[config.mk]
export PLATFORM = sky130hd
export DESIGN_NAME = program_counter
export DESIGN_NICKNAME = d
export VERILOG_FILES = /design/src/rtl/program_counter.sv
export SDC_FILE = /design/constraint.sdc
export NUM_CORES = 1
export LEC_CHECK = 0
export ABC_AREA = 1
export BUFFER_PORTS_ARGS = -buffer_cell sky130_fd_sc_hd__buf_4
export CAP_MARGIN = 20
export CORE_UTILIZATION = 48
export DETAILED_ROUTE_END_ITERATION = 8
export PLACE_DENSITY = 0.77
export SLEW_MARGIN = 20
export SYNTH_ARGS = -nofsm -noshare
export SYNTH_HDL_FRONTEND = slang
export SYNTH_SLANG_ARGS = --single-unit
[constraint.sdc]
create_clock -name Clk -period 2.1 [get_ports Clk]
set_input_delay 0.315 -clock Clk [delete_from_list [all_inputs] [get_ports Clk]]
set_output_delay 0.315 -clock Clk [all_outputs]
set_load 0.005 [all_outputs]
[src/rtl/program_counter.sv]
// Instruction-fetch program counter with Start/Done run handshake and a
// saturating RUN-cycle counter; absolute branches resolve through the branch-target LUT.
//
// state | meaning
// IDLE  | out of reset, waiting for Start
// RUN   | fetching; PC advances, branches or stalls each edge
// DONE  | HALT retired; PC and CycleCount frozen until the next Start
module program_counter #(
  parameter int PC_W   = 10,
  parameter int TGT_W  = 8,
  parameter int LUT_AW = 3,
  parameter int CNT_W  = 16
) (
  input  logic              Clk,
  input  logic              Reset,
  input  logic              Start,
  input  logic              Stall,
  input  logic              Halt,
  input  logic              BranchEn,
  input  logic              Taken,
  input  logic              BranchRel,
  input  logic [TGT_W-1:0]  Offset,
  input  logic [LUT_AW-1:0] BranchIdx,
  output logic [LUT_AW-1:0] LutAddr,
  input  logic [TGT_W-1:0]  LutTarget,
  output logic [PC_W-1:0]   PC,
  output logic              Running,
  output logic              Done,
  output logic [CNT_W-1:0]  CycleCount
);

  typedef enum logic [1:0] {
    IDLE = 2'd0,
    RUN  = 2'd1,
    DONE = 2'd2
  } state_t;

  localparam logic [PC_W-1:0]  PC_ONE  = 1;
  localparam logic [CNT_W-1:0] CNT_ONE = 1;
  localparam logic [CNT_W-1:0] CNT_MAX = '1;

  state_t            state_q, state_nxt;
  logic [PC_W-1:0]   pc_q, pc_nxt;
  logic [CNT_W-1:0]  cnt_q, cnt_nxt;
  logic [PC_W-1:0]   lut_pc;
  logic [PC_W-1:0]   off_pc;

  // Resize LUT target (zero-extend) and Offset (sign-extend) to PC width;
  // when PC is narrower both are truncated, which keeps the add modulo 2^PC_W.
  generate
    if (PC_W > TGT_W) begin : g_wide
      assign lut_pc = {{(PC_W-TGT_W){1'b0}}, LutTarget};
      assign off_pc = {{(PC_W-TGT_W){Offset[TGT_W-1]}}, Offset};
    end else if (PC_W == TGT_W) begin : g_equal
      assign lut_pc = LutTarget;
      assign off_pc = Offset;
    end else begin : g_narrow
      assign lut_pc = LutTarget[PC_W-1:0];
      assign off_pc = Offset[PC_W-1:0];
    end
  endgenerate

  always_ff @(posedge Clk) begin
    if (Reset) begin
      state_q <= IDLE;
      pc_q    <= '0;
      cnt_q   <= '0;
    end else begin
      state_q <= state_nxt;
      pc_q    <= pc_nxt;
      cnt_q   <= cnt_nxt;
    end
  end

  always_comb begin
    state_nxt = state_q;
    pc_nxt    = pc_q;
    cnt_nxt   = cnt_q;
    case (state_q)
      IDLE, DONE: begin
        if (Start) begin
          state_nxt = RUN;
          pc_nxt    = '0;
          cnt_nxt   = '0;
        end
      end
      RUN: begin
        // Every RUN edge counts, stalled and Halt edges included.
        if (cnt_q != CNT_MAX) cnt_nxt = cnt_q + CNT_ONE;
        if (Stall) begin
          pc_nxt = pc_q;
        end else if (Halt) begin
          state_nxt = DONE;
        end else if (BranchEn && Taken && !BranchRel) begin
          pc_nxt = lut_pc;
        end else if (BranchEn && Taken && BranchRel) begin
          pc_nxt = pc_q + off_pc;
        end else begin
          pc_nxt = pc_q + PC_ONE;
        end
      end
      default: begin
        state_nxt = IDLE;
        pc_nxt    = '0;
        cnt_nxt   = '0;
      end
    endcase
  end

  assign LutAddr    = BranchIdx;
  assign PC         = pc_q;
  assign Running    = (state_q == RUN);
  assign Done       = (state_q == DONE);
  assign CycleCount = cnt_q;

endmodule

==> impl_metrics.json, run 1 <==
{
  "status": "finished, final reports clean",
  "grt_pass1_wl_mm": 7.976,
  "start_kind": "input pin",
  "yosysTopAreaCell": "dfxtp_1",
  "final_nets": 408,
  "wire_per_inst_um": 12.30,
  "worstMarginPinSlew_ns": 0.5876,
  "grt_pass1_vias": 1763,
  "worstHoldPathType": "in2reg",
  "timing.rr.start": "PC[0]",
  "syn_nets": 356,
  "synthToLayoutAreaGrowth_pct": 21.97,
  "cts_inserted_buffers": 3,
  "synth-edff-count": 0,
  "drcViolationCount": 0,
  "ctsHoldBuffers": 0,
  "final.setup.worst_slack_ns": 0.2120,
  "synth_top_cells_by_area": "dfxtp_1, nand2_1, nor2_1",
  "critical_path.endpoint": "PC[6]",
  "dp_hpwl_mm": 3.901,
  "fillCellCount": 385,
  "vias": 2137,
  "drive_above_1_share": 0.2466,
  "yosysWarnings": 0,
  "powerDensity_nw_per_um2": 413.6,
  "grtUsageTotal": 0.2249,
  "antenna_left": 0,
  "synth_cell_types": 38,
  "antenna_found_initial": 0,
  "slew_viol_final": 0,
  "diodes": 0,
  "skew_ns": 0.005669,
  "portBuffers": 51,
  "reg2reg_slack_ns": 0.34,
  "rsz0062_at_grt": "false",
  "syn_area_um2": 2130,
  "finalHoldViolCount": 0,
  "syn_inst": 318,
  "arrival_ns": 2.07,
  "io_pins": 58,
  "async_reset_ff_frac": 0,
  "grt_busiest_layer": "met1",
  "clock.fmax_mhz": 529.7,
  "drt_wl_total_mm": 5.155,
  "path_class": "in2reg",
  "ys.flop_type": "dfxtp_1",
  "drt_first_pass_iters": 4,
  "endpoint_kind": "register",
  "postCtsResizedCells": 0,
  "htreeDepth": 1,
  "cts-root-buf": "clkbuf_8",
  "cp-startpoint": "BranchEn",
  "relSlewSlack": 0.6071,
  "die_x_um": 68.61,
  "cts_tree": "yes",
  "met3_usage": 0.02632,
  "use_met2": 0.3272,
  "crit_fanout": 3,
  "clk_latency_ns": 0.28,
  "numClockSinks": 28,
  "min_period_over_period": 0.8991,
  "total_power_mw": 1.074,
  "synth_area_per_cell_um2": 6.697,
  "gp_congestion": 0.9006,
  "max-vdd-ir-drop_v": 0.0001933,
  "initial_core_util": 0.5175,
  "use_met1": 0.3419,
  "maxCapViolCount": 0,
  "grt.overflow.total": 0,
  "yosysMostFrequentCell": "nand2_1",
  "ys_top_cells_by_count": "nand2_1, nor2_1, inv_1, dfxtp_1, nand3_1",
  "drt_iter0_markers": 119,
  "rows": 23,
  "cts_setup_buffers": 0,
  "synth_top_area_frac": 0.2632,
  "grt_max_degree": 18,
  "finalCriticalPeriod_ns": 1.888,
  "coreArea_um2": 4115,
  "dieArea_um2": 4707,
  "worstHoldStart": "LutTarget[3]",
  "p_leak_nw": 1.331,
  "rr_worst_depth": 8,
  "preCtsSetupSlack_ns": -0.06045,
  "setup_viol": 0,
  "clkTransAtPathRegs_ns": 0.10,
  "via_per_inst": 5.100,
  "cts_max_path_buffers": 2,
  "die_y_um": 68.61,
  "ys_ff_latch": 28,
  "crit_required_ns": 2.28,
  "rr_endpoint": "PC[6]",
  "ys_seq_area_frac": 0.2632
}
[stage by stage]
stage	TNS, ns	instance area, um^2	cells	utilization	hold slack [ns]
after detailed placement	-0.06045	2542	415	0.6178	0.4713
final	0	2597	419	0.6312	0.2863
after CTS	0	2597	419	0.6312	0.2835
after floorplan	0	2130	318	-	0.3774
after global placement	-0.005023	2542	415	0.6178	0.4679
after global routing	0	2597	419	0.6312	0.2962
[sequential cells by signal, summed over array words and instances, names as in the netlist]
register / count
PC: 10
CycleCount: 16
state_q: 2
[kinds of logic (layout without fill, tap and decap cells)]
family	Yosys count	count (layout)	share of synthesized area
flip-flops	28	28	0.2632
multiplexers	3	3	0.01410
buffers and inverters	49	100	0.1016
adder cells (fa/ha/maj)	11	11	0.06816
AND/OR/NAND/NOR	176	176	0.3948
AO/OA/AOI/OAI	44	44	0.1293
XOR/XNOR	7	7	0.02879
[how the worst min path moves through the flow]
stage / to / slack [ns] / cells past startpoint
6_report: PC[3] / 0.29 / 3
5_1_grt: PC[0] / 0.30 / 3
4_1_cts: PC[3] / 0.28 / 3
3_5_place_dp: PC[9] / 0.47 / 2
3_3_place_gp: PC[3] / 0.47 / 2
2_1_floorplan: CycleCount[8] / 0.38 / 1
[power breakdown]
part	total [mW]	leakage [nW]	internal, mW	switching, mW
sequential	0.548	0.226	0.539	0.00884
combinational	0.174	1.08	0.0744	0.0999
clock	0.352	0.0288	0.168	0.183
[critical path, cell delays in order]
cell and delay, ns:
buf_4 0.08, nand3_1 0.09, or2_2 0.29, ha_1 0.21, fa_1 0.40, nand3_1 0.10, nand2_1 0.11, a21oi_1 0.19
nor2_1 0.05, o21ai_0 0.16, nand2_1 0.07
[layout make-up]
type	instances	area (um^2)	area share
clock buffer	4	55.05	0.02119
inverter	41	153.9	0.05925
multi-input combinational	241	1353	0.5207
sequential	28	560.5	0.2158
tap	50	62.56	0.02408
timing repair buffer	55	412.9	0.1590
[placed cells by master (no fill, tap or decap), types with 2 or more instances in the layout]
master    instances
xor2_1            5
inv_2             3
nor3_4            2
dfxtp_1          28
a21oi_2           8
o21bai_1          2
nand3b_1          3
nand4_1           5
buf_4            55
a21oi_1          12
xnor2_1           2
clkbuf_8          4
nand3_1          28
a21o_1            3
o211ai_1          2
nand2_1          73
mux2i_1           3
nor2_1           45
ha_1             10
o21ai_0          12
inv_1            37
nand3_2           2
nand2_2           7
a31oi_1           2
nor2_2            2
or2_2             3
nor2_4            2
[routing by layer]
layer	wire, um	part of all wire
met1	2661	0.52
met2	2202	0.43
met3	250	0.048
met4	40	0.0078
met5	0	0
(Power assumes the default switching activity.)
==> run 2: changes to the inputs <==
Settings changed: CORE_UTILIZATION 48 to 49, CTS_BUF_LIST set to sky130_fd_sc_hd__clkbuf_4, PLACE_DENSITY 0.77 to 0.78.
==> impl_metrics.json, run 2 (synthesis results as in run 1) <==
{
  "grtUsageTotal": 0.2281,
  "rr_worst_depth": 8,
  "use_met2": 0.3444,
  "power_frac_seq": 0.571,
  "slowest_delay_ns": 0.39,
  "drt_wl_total_mm": 4.976,
  "status": "finished, final reports clean",
  "crit_family": "simple AND/OR/NAND/NOR gates",
  "final_nets": 409,
  "crit_required_ns": 2.35,
  "grt_pass1_vias": 1827,
  "grt_max_degree": 18,
  "antenna_found_initial": 0,
  "maxCapViolCount": 0,
  "cts_setup_buffers": 0,
  "min_period_over_period": 0.8467,
  "endpoint_kind": "register",
  "portBuffers": 51,
  "layout.cells.most_common": "nand2_1",
  "dp_hpwl_mm": 3.797,
  "htreeDepth": 1,
  "worstHoldStart": "LutTarget[3]",
  "p_switching_uw": 277.7,
  "diodes": 0,
  "final_cell_mix": "nand2_1, buf_4, nor2_1, inv_1",
  "clkPwrFrac": 0.249,
  "rr_endpoint": "PC[6]",
  "dieArea_um2": 4614,
  "p_leak_nw": 1.323,
  "via_per_inst": 5.119,
  "path_class": "in2reg",
  "largest_reg_flops": 16,
  "fillCellCount": 393,
  "wire_per_inst_um": 11.85,
  "powerDensity_nw_per_um2": 373.6,
  "reg2reg_slack_ns": 0.37,
  "cp_num_cells": 11,
  "antenna_left": 0,
  "ctsHoldBuffers": 0,
  "io_pins": 58,
  "clkTransAtPathRegs_ns": 0.16,
  "setup_viol": 0,
  "relSlewSlack": 0.6021,
  "cts_max_path_buffers": 2,
  "worstHoldPathType": "in2reg",
  "drt_first_pass_iters": 4,
  "max-vdd-ir-drop_v": 0.0001900,
  "finalHoldViolCount": 0,
  "holdPathEnd": "PC[3]",
  "cts_inserted_buffers": 3,
  "use_met1": 0.3407,
  "die_y_um": 67.93,
  "finalCriticalPeriod_ns": 1.778,
  "initial_core_util": 0.5211,
  "coreArea_um2": 4086,
  "cts_tree": "yes",
  "switching_share": 0.2886,
  "preCtsSetupSlack_ns": -0.02810,
  "rows": 23,
  "layout.area.seq_um2": 560.5,
  "postCtsResizedCells": 0,
  "drive_above_1_share": 0.2459,
  "worstPathCellList": "buf_4 > nand3_1 > or2_2 > ha_1 > fa_1 > nand3_1 > nand2_1 > a21oi_1 > nor2_1 > o21ai_0 > nand2_1",
  "drt_iter0_markers": 137,
  "clk_latency_ns": 0.34,
  "cp_num_buf_inv": 1,
  "rsz0062_at_grt": "false",
  "skew_ns": 0.005557,
  "grt_busiest_layer": "met2",
  "grt_pass1_wl_mm": 8.114,
  "die_x_um": 67.93,
  "numClockSinks": 28,
  "utilization": 0.6304,
  "grt.overflow.total": 0,
  "crit_fanout": 2,
  "gp_congestion": 0.8370,
  "multi_input_area_um2": 1353,
  "final.setup.worst_slack_ns": 0.3220,
  "start_kind": "input pin",
  "cts-root-buf": "clkbuf_4",
  "synthToLayoutAreaGrowth_pct": 20.98,
  "comb_power_share": 0.180,
  "worst_path_max_delay_cell": "fa_1",
  "drcViolationCount": 0,
  "vias": 2150,
  "worstMarginPinSlew_ns": 0.5950,
  "clock.fmax_mhz": 562.4,
  "met3_usage": 0.02167,
  "internal_power_uw": 684.7,
  "timing.rr.start": "PC[0]",
  "hold_depth": 3,
  "arrival_ns": 2.03,
  "slew_viol_final": 0
}
-- run 2: cell types whose count changed in the layout (fill, tap and decap cells not counted) --
cell	delta
clkbuf_8	-4
clkbuf_4	+3
buf_4	+1
clkinv_1	+1
-- run 2: worst max-delay path by stage --
stage	from	to	slack, ns
2_1_floorplan	BranchRel	PC[6]	0.01
6_report	BranchRel	PC[6]	0.32
4_1_cts	BranchRel	PC[6]	0.33
5_1_grt	state_q[0]	PC[2]	0.21
3_5_place_dp	BranchRel	PC[6]	-0.03
3_3_place_gp	BranchRel	PC[6]	0.02
-- run 2: final cells by class --
cell class | instances | share of cell area
multi-input cells | 241 | 0.5250
flip-flops and latches | 28 | 0.2176
well taps | 50 | 0.02428
clock buffers | 3 | 0.008742
clock inverters | 1 | 0.001457
repair buffers | 56 | 0.1632
inverters | 41 | 0.05974
-- run 2: worst register-to-register path, delay by kind of cell (launching register included) --
kind                       cells  cell delay, ns
AOI/OAI and AO/OA              2            0.35
adders and majority gates      2            0.62
DFF                            1            0.36
and+or+nand+nor                4            0.31
-- run 2: power groups by stage --
stage / clock (mW) / sequential, mW / combinational (mW)
after floorplan: 0 / 0.559 / 0.111
final: 0.240 / 0.549 / 0.173
after CTS: 0.246 / 0.549 / 0.174
after global routing: 0.268 / 0.551 / 0.192
after global placement: 0 / 0.560 / 0.171
after detailed placement: 0 / 0.560 / 0.174
-- run 2: metal layers --
| layer | routed length, um | up-vias |
|---|---|---|
| met5 | 0 | - |
| met4 | 51 | 0 |
| met1 | 2442 | 957 |
| met2 | 2182 | 60 |
| met3 | 299 | 7 |
| li1 | - | 1126 |
-- run 2: stage by stage --
stage                     setup TNS [ns]  power [mW]  cell area [um^2]  hold slack, ns  cells
after floorplan                        0      0.6705              2130          0.3774    318
after global routing                   0       1.012              2576          0.2367    420
final                                  0      0.9624              2576          0.2157    420
after CTS                              0      0.9698              2576          0.2129    420
after global placement                 0      0.7311              2550          0.4644    416
after detailed placement        -0.04634      0.7343              2550          0.4687    416
==> run 3: changes to the inputs <==
Clock period 2.1 ns to 1.5 ns, I/O delays scaled along.
==> impl_metrics.json, run 3 (synthesis results as in run 1) <==
{
  "drive_above_1_share": 0.3904,
  "finalHoldViolCount": 0,
  "setup_viol": 0,
  "die_x_um": 67.93,
  "p_switching_uw": 405.9,
  "clkPwrFrac": 0.229,
  "antenna_found_initial": 0,
  "cp-startpoint": "PC[0]",
  "drcViolationCount": 0,
  "start_kind": "register",
  "setup_tns_ns": 0,
  "status": "finished, final reports clean",
  "holdPathEnd": "PC[3]",
  "layout.cells.most_common": "buf_4",
  "comb_power_share": 0.225,
  "min_period_over_period": 0.9898,
  "rr_endpoint": "PC[6]",
  "final_cell_mix": "buf_4, nand2_1, nor2_1, inv_1, nand3_1",
  "synthToLayoutAreaGrowth_pct": 39.78,
  "cts-root-buf": "clkbuf_4",
  "drt_wl_total_mm": 5.889,
  "dieArea_um2": 4614,
  "grt_pass1_vias": 2107,
  "rsz0062_at_grt": "true",
  "arrival_ns": 1.73,
  "finalCriticalPeriod_ns": 1.485,
  "slew_viol_final": 0,
  "power_frac_seq": 0.545,
  "grt_pass1_wl_mm": 8.825,
  "gp_congestion": 0.8779,
  "worstMarginPinSlew_ns": 0.2684,
  "place_inst": 441,
  "worstHoldStart": "LutTarget[3]",
  "final_nets": 436,
  "timing.rr.start": "PC[0]",
  "die_y_um": 67.93,
  "drt_first_pass_iters": 4,
  "skew_ns": 0.006669,
  "grt.overflow.total": 0,
  "numClockSinks": 28,
  "hold_ws_ns": 0.1627,
  "grtUsageTotal": 0.2497,
  "rows": 23,
  "io_pins": 58,
  "crit_required_ns": 1.74,
  "clk_latency_ns": 0.33,
  "path_class": "reg2reg",
  "powerDensity_nw_per_um2": 472.6,
  "vias": 2340,
  "htreeDepth": 1,
  "rr_worst_depth": 8,
  "clock.fmax_mhz": 673.5,
  "worstHoldPathType": "in2reg",
  "clkTransAtPathRegs_ns": 0.15,
  "crit_fanout": 3,
  "relSlewSlack": 0.8205,
  "instances_no_fill": 447,
  "utilization": 0.7284,
  "maxCapViolCount": 0,
  "cts_tree": "yes",
  "fillCellCount": 352,
  "switching_share": 0.2886,
  "wire_per_inst_um": 13.17,
  "drt_iter0_markers": 111,
  "p_leak_nw": 1.480,
  "cts_max_path_buffers": 2,
  "initial_core_util": 0.5211,
  "max-vdd-ir-drop_v": 0.0003384,
  "portBuffers": 51,
  "cts_inserted_buffers": 3,
  "reg2reg_slack_ns": 0.02,
  "hold_depth": 3,
  "antenna_left": 0,
  "coreArea_um2": 4086,
  "diodes": 0,
  "ctsHoldBuffers": 0,
  "grt_max_degree": 18,
  "dp_hpwl_mm": 4.379,
  "via_per_inst": 5.235,
  "endpoint_kind": "register",
  "internal_power_mw": 1.001,
  "largest_reg_flops": 16
}
[run 3: cell count changes in the layout (fill, tap and decap cells not counted), moves of 5 or more]
| cell | before | now |
|---|---|---|
| dfxtp_1 | 28 | 17 |
| buf_4 | 56 | 80 |
| a21oi_1 | 12 | 7 |
| ha_4 | 0 | 5 |
| dfxtp_2 | 0 | 10 |
| o21ai_0 | 12 | 7 |
| ha_1 | 10 | 5 |
| o21ai_1 | 1 | 6 |
[run 3: layout make-up]
class,count,area [um^2],area share
Tap cell,50,62.56,0.02102
Sequential cell,28,576.8,0.1938
Clock buffer,3,22.52,0.007566
Multi-Input combinational cell,242,1524,0.5120
Timing Repair Buffer,82,631.9,0.2123
Clock inverter,1,3.754,0.001261
Inverter,41,155.1,0.05212
[run 3: layer usage]
layer	share of wire	routed length [um]	GRT usage
met5	0	0	0
met4	0.011	65	0.07813
met3	0.049	291	0.03167
met2	0.53	3102	0.4645
met1	0.41	2429	0.2913
[run 3: worst max-delay path, stage by stage, from the launching register on]
cell     delay (ns)
dfxtp_2        0.37
ha_4           0.16
fa_2           0.35
nand3_2        0.09
nand2_4        0.08
a21oi_4        0.13
nor2_1         0.05
o21ai_1        0.12
nand2_1        0.06
[run 3: how the worst max path moves through the flow]
stage | endpoint | cells after the start
6_report | PC[6] | 8
5_1_grt | PC[6] | 8
4_1_cts | PC[8] | 10
3_5_place_dp | PC[5] | 13
3_3_place_gp | PC[6] | 11
2_1_floorplan | PC[6] | 10
[run 3: metrics by stage]
step	worst slack (ns)	power, mW	instance area [um^2]
detailed placement	-0.3425	1.063	2779
global route	-0.05690	1.472	2977
CTS	-0.004483	1.389	2830
floorplan	-0.1877	0.9430	2171
global placement	-0.2838	1.057	2779
finish	0.01524	1.407	2977
[run 3: what timing repair did]
item / CTS / global route
gates cloned: 0 / 1
gates resized for setup: 6 / 34
buffers inserted: 0 / 1
hold endpoints to repair: 0 / 0
pin swaps: 3 / 6
setup endpoints to repair: 6 / 19
[run 3: power groups by stage]
| stage | clock (mW) | combinational, mW | sequential [mW] |
|---|---|---|---|
| after floorplan | 0 | 0.160 | 0.783 |
| after global placement | 0 | 0.277 | 0.780 |
| after detailed placement | 0 | 0.282 | 0.781 |
| after CTS | 0.336 | 0.287 | 0.766 |
| after global routing | 0.360 | 0.342 | 0.769 |
| final | 0.323 | 0.317 | 0.767 |
